--- config.mk ---
export PLATFORM = sky130hd
export DESIGN_NAME = router_fifo_pkt
export DESIGN_NICKNAME = d
export VERILOG_FILES = /design/src/rtl/router_fifo_pkt.sv
export SDC_FILE = /design/constraint.sdc
export NUM_CORES = 1
export LEC_CHECK = 0
export ABC_AREA = 1
export CAP_MARGIN = 10
export CORE_MARGIN = 1.5
export CORE_UTILIZATION = 50
export CTS_CLUSTER_DIAMETER = 120
export CTS_CLUSTER_SIZE = 14
export DETAILED_ROUTE_END_ITERATION = 7
export GPL_TIMING_DRIVEN = 0
export PLACE_DENSITY = 0.79
export RECOVER_POWER = 50
export SLEW_MARGIN = 20
export SYNTH_ARGS = -nofsm -noshare
export SYNTH_HDL_FRONTEND = slang
export SYNTH_SLANG_ARGS = --single-unit
--- constraint.sdc ---
create_clock -name clock -period 3.28 [get_ports clock]
set_clock_uncertainty 0.2 [all_clocks]
set_input_delay 0.82 -clock clock [delete_from_list [all_inputs] [get_ports clock]]
set_output_delay 0.82 -clock clock [all_outputs]
set_load 0.01 [all_outputs]
--- src/rtl/router_fifo_pkt.sv ---
// Packet-aware synchronous FIFO for a router output channel.
// Stores each word with its header marker, tracks the remaining words of the
// packet being read, and reports occupancy plus rejected-request pulses.
module router_fifo_pkt #(
   parameter int DATA_WIDTH = 8,
   parameter int DEPTH      = 16,
   parameter int AF_MARGIN  = 2,
   localparam int AW        = $clog2(DEPTH),
   localparam int PW        = DATA_WIDTH - 1
) (
   input  logic                  clock,
   input  logic                  reset,
   input  logic                  soft_reset,
   input  logic                  write_enb,
   input  logic                  lfd_state,
   input  logic [DATA_WIDTH-1:0] data_in,
   input  logic                  read_enb,
   output logic [DATA_WIDTH-1:0] data_out,
   output logic                  rd_valid,
   output logic                  sop_out,
   output logic                  eop_out,
   output logic                  empty,
   output logic                  full,
   output logic                  almost_full,
   output logic [AW:0]           count,
   output logic                  pkt_busy,
   output logic                  overflow,
   output logic                  underflow
);

   // storage: MSB is the header marker
   logic [DATA_WIDTH:0]   mem_q [DEPTH];
   logic [DATA_WIDTH:0]   rd_word;

   logic [AW-1:0]         wr_ptr_q, wr_ptr_d;
   logic [AW-1:0]         rd_ptr_q, rd_ptr_d;
   logic [AW:0]           count_q, count_d;
   logic [PW-1:0]         pkt_rem_q, pkt_rem_d;
   logic [DATA_WIDTH-1:0] data_out_q, data_out_d;
   logic                  rd_valid_q, rd_valid_d;
   logic                  sop_q, sop_d;
   logic                  eop_q, eop_d;
   logic                  ovf_q, ovf_d;
   logic                  unf_q, unf_d;
   logic                  flush;
   logic                  wr_ok, rd_ok;

   // flags come straight from the registered occupancy
   assign empty       = (count_q == '0);
   assign full        = (count_q == (AW+1)'(DEPTH));
   assign almost_full = (int'(count_q) >= DEPTH - AF_MARGIN);

   assign flush = reset | soft_reset;
   assign wr_ok = write_enb & ~full  & ~flush;
   assign rd_ok = read_enb  & ~empty & ~flush;
   assign rd_word = mem_q[rd_ptr_q];

   assign data_out  = data_out_q;
   assign rd_valid  = rd_valid_q;
   assign sop_out   = sop_q;
   assign eop_out   = eop_q;
   assign count     = count_q;
   assign pkt_busy  = (pkt_rem_q != '0);
   assign overflow  = ovf_q;
   assign underflow = unf_q;

   // memory write port; contents survive reset and flush
   always_ff @(posedge clock) begin
      if (wr_ok) mem_q[wr_ptr_q] <= {lfd_state, data_in};
   end

   // next-state: pointers, occupancy, read register and packet tracking
   always_comb begin
      wr_ptr_d   = wr_ptr_q;
      rd_ptr_d   = rd_ptr_q;
      count_d    = count_q;
      pkt_rem_d  = pkt_rem_q;
      data_out_d = data_out_q;
      rd_valid_d = 1'b0;
      sop_d      = 1'b0;
      eop_d      = 1'b0;
      ovf_d      = 1'b0;
      unf_d      = 1'b0;
      if (flush) begin
         wr_ptr_d   = '0;
         rd_ptr_d   = '0;
         count_d    = '0;
         pkt_rem_d  = '0;
         data_out_d = '0;
      end else begin
         ovf_d = write_enb & full;
         unf_d = read_enb & empty;
         if (wr_ok) wr_ptr_d = wr_ptr_q + AW'(1);
         if (rd_ok) begin
            rd_ptr_d   = rd_ptr_q + AW'(1);
            data_out_d = rd_word[DATA_WIDTH-1:0];
            rd_valid_d = 1'b1;
            if (rd_word[DATA_WIDTH]) begin
               // header (also restarts a truncated packet): payload + parity
               pkt_rem_d = PW'(rd_word[DATA_WIDTH-1:2]) + PW'(1);
               sop_d     = 1'b1;
            end else if (pkt_rem_q != '0) begin
               pkt_rem_d = pkt_rem_q - PW'(1);
               eop_d     = (pkt_rem_q == PW'(1));
            end
         end
         case ({wr_ok, rd_ok})
            2'b10:   count_d = count_q + (AW+1)'(1);
            2'b01:   count_d = count_q - (AW+1)'(1);
            default: count_d = count_q;
         endcase
      end
   end

   // state registers with synchronous full reset
   always_ff @(posedge clock) begin
      if (reset) begin
         wr_ptr_q   <= '0;
         rd_ptr_q   <= '0;
         count_q    <= '0;
         pkt_rem_q  <= '0;
         data_out_q <= '0;
         rd_valid_q <= 1'b0;
         sop_q      <= 1'b0;
         eop_q      <= 1'b0;
         ovf_q      <= 1'b0;
         unf_q      <= 1'b0;
      end else begin
         wr_ptr_q   <= wr_ptr_d;
         rd_ptr_q   <= rd_ptr_d;
         count_q    <= count_d;
         pkt_rem_q  <= pkt_rem_d;
         data_out_q <= data_out_d;
         rd_valid_q <= rd_valid_d;
         sop_q      <= sop_d;
         eop_q      <= eop_d;
         ovf_q      <= ovf_d;
         unf_q      <= unf_d;
      end
   end

endmodule

==> impl_metrics.yaml <==
clocking:
  ctsHtreeMaxLevel: 4
  cts_setup_buffers: 0
  clkTransAtPathRegs_ns: 0.07
  tritoncts: "yes"
  insertion_delay_ns: 0.43
  clock_path_buffers: 2
  cts_root_buf: "clkbuf_16"
  cts_sinks: 181
  cts_inserted_buffers: 17
timing:
  timing.hold.ws_ns: 0.2894
  max_freq_mhz: 320.7
  hold_viol: 0
  period_share_pct: 95.06
  max_slew.worst_pin.slew_ns: 1.175
  relSlewSlack_pct: 21.38
  timing.final.crit_period_ns: 3.118
  rsz0062_at_grt: "false"
  slew_viol_final: 0
  setup_violations: 0
  setup_slack_ns: 0.1620
logic_synthesis:
  synth_area_sq_um: 7812
  synth_cell_types: 33
  synth.area.top_cells: "edfxtp_1 (55%), dfxtp_1 (9.5%), nand2_1 (8.8%)"
  synth_top_area_share_pct: 55.35
  ys_warn_count: 0
  synth-seq-cells: 181
  syn_inst: 775
  syn_avg_cell_area_sq_um: 10.08
  seq_area_frac_synth_pct: 64.83
  synth_fp_nets: 800
  yosysTopAreaCell: "edfxtp_1"
power:
  power_density_nw_per_um2: 499.1
  clkPwrFrac_pct: 40.5
  power.internal_w: 0.003551
  p_sw_share_pct: 20.75
  ir_drop_uv: 483.9
  power.switching_w: 0.0009297
  p_seq_share_pct: 55.6
  p_comb_share_pct: 3.9
  total_power_w: 0.004480
  power.leakage_nw: 3.543
global_route:
  grt_pass1_vias: 5133
  grt_pass1_wl_um: 27810
  antenna_found_initial: 0
  overflow: 0
  grt_max_degree: 17
  grt_usage_pct: 23.08
routing:
  dr_total_vias: 5693
  drc: 0
  vias_per_cell: 5.417
  detail-route-antenna-nets: 0
  first_pass_iters: 6
  drt_iter0_drc: 637
  wirelength_um: 18100
  post_drt_wl_per_cell_um: 17.22
final_layout:
  area_growth_pct: 14.89
  design_area_sq_um: 8976
  n_antenna_cell: 0
  drive_above_1_share_pct: 7.500
  fin_cells: 1051
  final_net_count: 852
die:
  io_pins: 36
  rows: 45
  die_area_sq_um: 16380
  initial_core_util_pct: 51.20
  dieWidth_um: 128
  die_y_um: 128
  core_sq_um: 15260
critical_path:
  cp.required_ns: 3.12
  critPathArrivalTime_ns: 2.96
  critPathKind: "in -> reg"
  end_kind: "register"
  crit_fanout: 9
  path_cells: "clkdlybuf4s50_1 -> or2_1 -> nor2_1 -> nand2_2 -> inv_1 -> nand2_1 -> nor2_1"
  cpPeakStageDelay_ns: 0.92
  start_kind: "input port"
  cpMostUsedCell: "nor2_1"
  crit_slowest_cell: "nor2_1"
placement:
  dp_hpwl_um: 11340
  routabilityCongestion: 0.8263
  portBuffers: 35
  pre_cts_slack_ns: -0.6041
  place_inst: 1021
  placed_area_sq_um: 8439
run_status:
  outcome: "finished clean"
job:
  drv_cap: 0
min_path:
  hold_path_class: "reg -> reg"
## per-stage QoR
stage               utilization (%)  setup TNS [ns]
CTS                           58.74               0
detailed placement            55.31          -19.40
floorplan                         -               0
global route                  58.83               0
global placement              55.23          -28.19
finish                        58.83               0
## logic make-up after synthesis
group | share of synthesized area, %
compound gates | 6.631
flops | 64.83
fa+ha+maj | 1.762
buf+inv | 6.855
xor+xnor | 1.121
simple gates | 18.80
## critical path, delay by kind of cell
kind | cells | cell delay [ns]
buf+inv | 2 | 0.54
simple gates | 5 | 1.61
## final timing paths
check / start / to / slack, ns / cells past startpoint
max: soft_reset / mem_q[2][8] / 0.16 / 7
min: data_out[2] / data_out[2] / 0.29 / 2
max reg2reg: register / pkt_rem_q[4] / 0.46 / 11
min reg2reg: data_out[2] / data_out[2] / 0.29 / 2
## what timing repair did
| action | 4_1_cts | 5_1_grt |
|---|---|---|
| resized for setup | 1 | 4 |
| pin swaps | 0 | 0 |
| hold buffers | 0 | 0 |
| setup endpoints to repair | 3 | 4 |
## final cells by class
cell class	count	area, sq um
sequential	181	5065
timing repair buffer	35	350.3
multi-input combinational	467	2240
clock buffer	24	471.7
clock inverter	8	55.05
buffer	31	172.7
fill	1217	6282
inverter	94	357.8
tap	211	264.0
## power groups by stage
| stage | clock [W] | combinational (W) | sequential (W) |
|---|---|---|---|
| finish | 0.00181 | 0.000175 | 0.00249 |
| detailed placement | 0 | 0.000174 | 0.00254 |
| floorplan | 0 | 0.0000911 | 0.00254 |
| global placement | 0 | 0.000170 | 0.00254 |
| global route | 0.00191 | 0.000193 | 0.00249 |
| CTS | 0.00181 | 0.000176 | 0.00249 |
## layout by cell type (no fill, tap or decap), types with 3 or more instances in the layout
cell type	n
xor2_1	6
clkbuf_1	17
xnor2_1	4
a31oi_1	3
edfxtp_1	144
clkinv_4	3
nand3_1	85
buf_6	4
dlygate4sd3_1	17
dfxtp_1	37
ha_1	10
buf_4	3
a21oi_1	20
nand4_1	6
clkinv_1	4
nor3_1	4
nor2_1	61
o211ai_1	5
clkbuf_16	17
o21ai_0	42
inv_1	88
clkdlybuf4s50_1	18
nand2_1	183
nor2_2	11
o21ai_1	9
buf_2	12
o221ai_1	6
## registers in the layout, summed over array words and instances (netlist names), named ones only
register	cells
underflow	1
rd_valid	1
sop_out	1
rd_ptr_q	4
overflow	1
mem_q	144
pkt_rem_q	7
eop_out	1
count	5
data_out	8
wr_ptr_q	4
## synth_stat cells
cell type and number:
a211oi_1 1, buf_6 4, clkinv_1 3, edfxtp_1 144
a31o_1 2, nor2_1 71, a21oi_1 20, nand2_1 183
o21bai_1 1, or2_2 1, inv_1 89, clkbuf_1 12
inv_2 2, ha_1 11, xnor2_1 4, o21ai_1 9
nand3_1 85, xor2_1 6, nand4_1 6, nor2_2 1
a31oi_1 3, nor3_1 4, o221ai_1 6, nand3b_1 1
dfxtp_1 37, buf_4 3, nand2_2 1, o21ai_0 42
o211ai_1 5, o22ai_1 2, a31o_2 1, buf_2 14
or2_1 1
## metal layers
| metal | part of all wire, % | vias to the layer above | track usage [%] |
|---|---|---|---|
| met4 | 2.6 | 0 | 10.51 |
| met3 | 9.7 | 42 | 5.050 |
| met5 | 0 | - | 0 |
| met1 | 39 | 2647 | 29.71 |
| li1 | - | 2704 | - |
| met2 | 49 | 300 | 37.63 |
(Power assumes the default switching activity.)
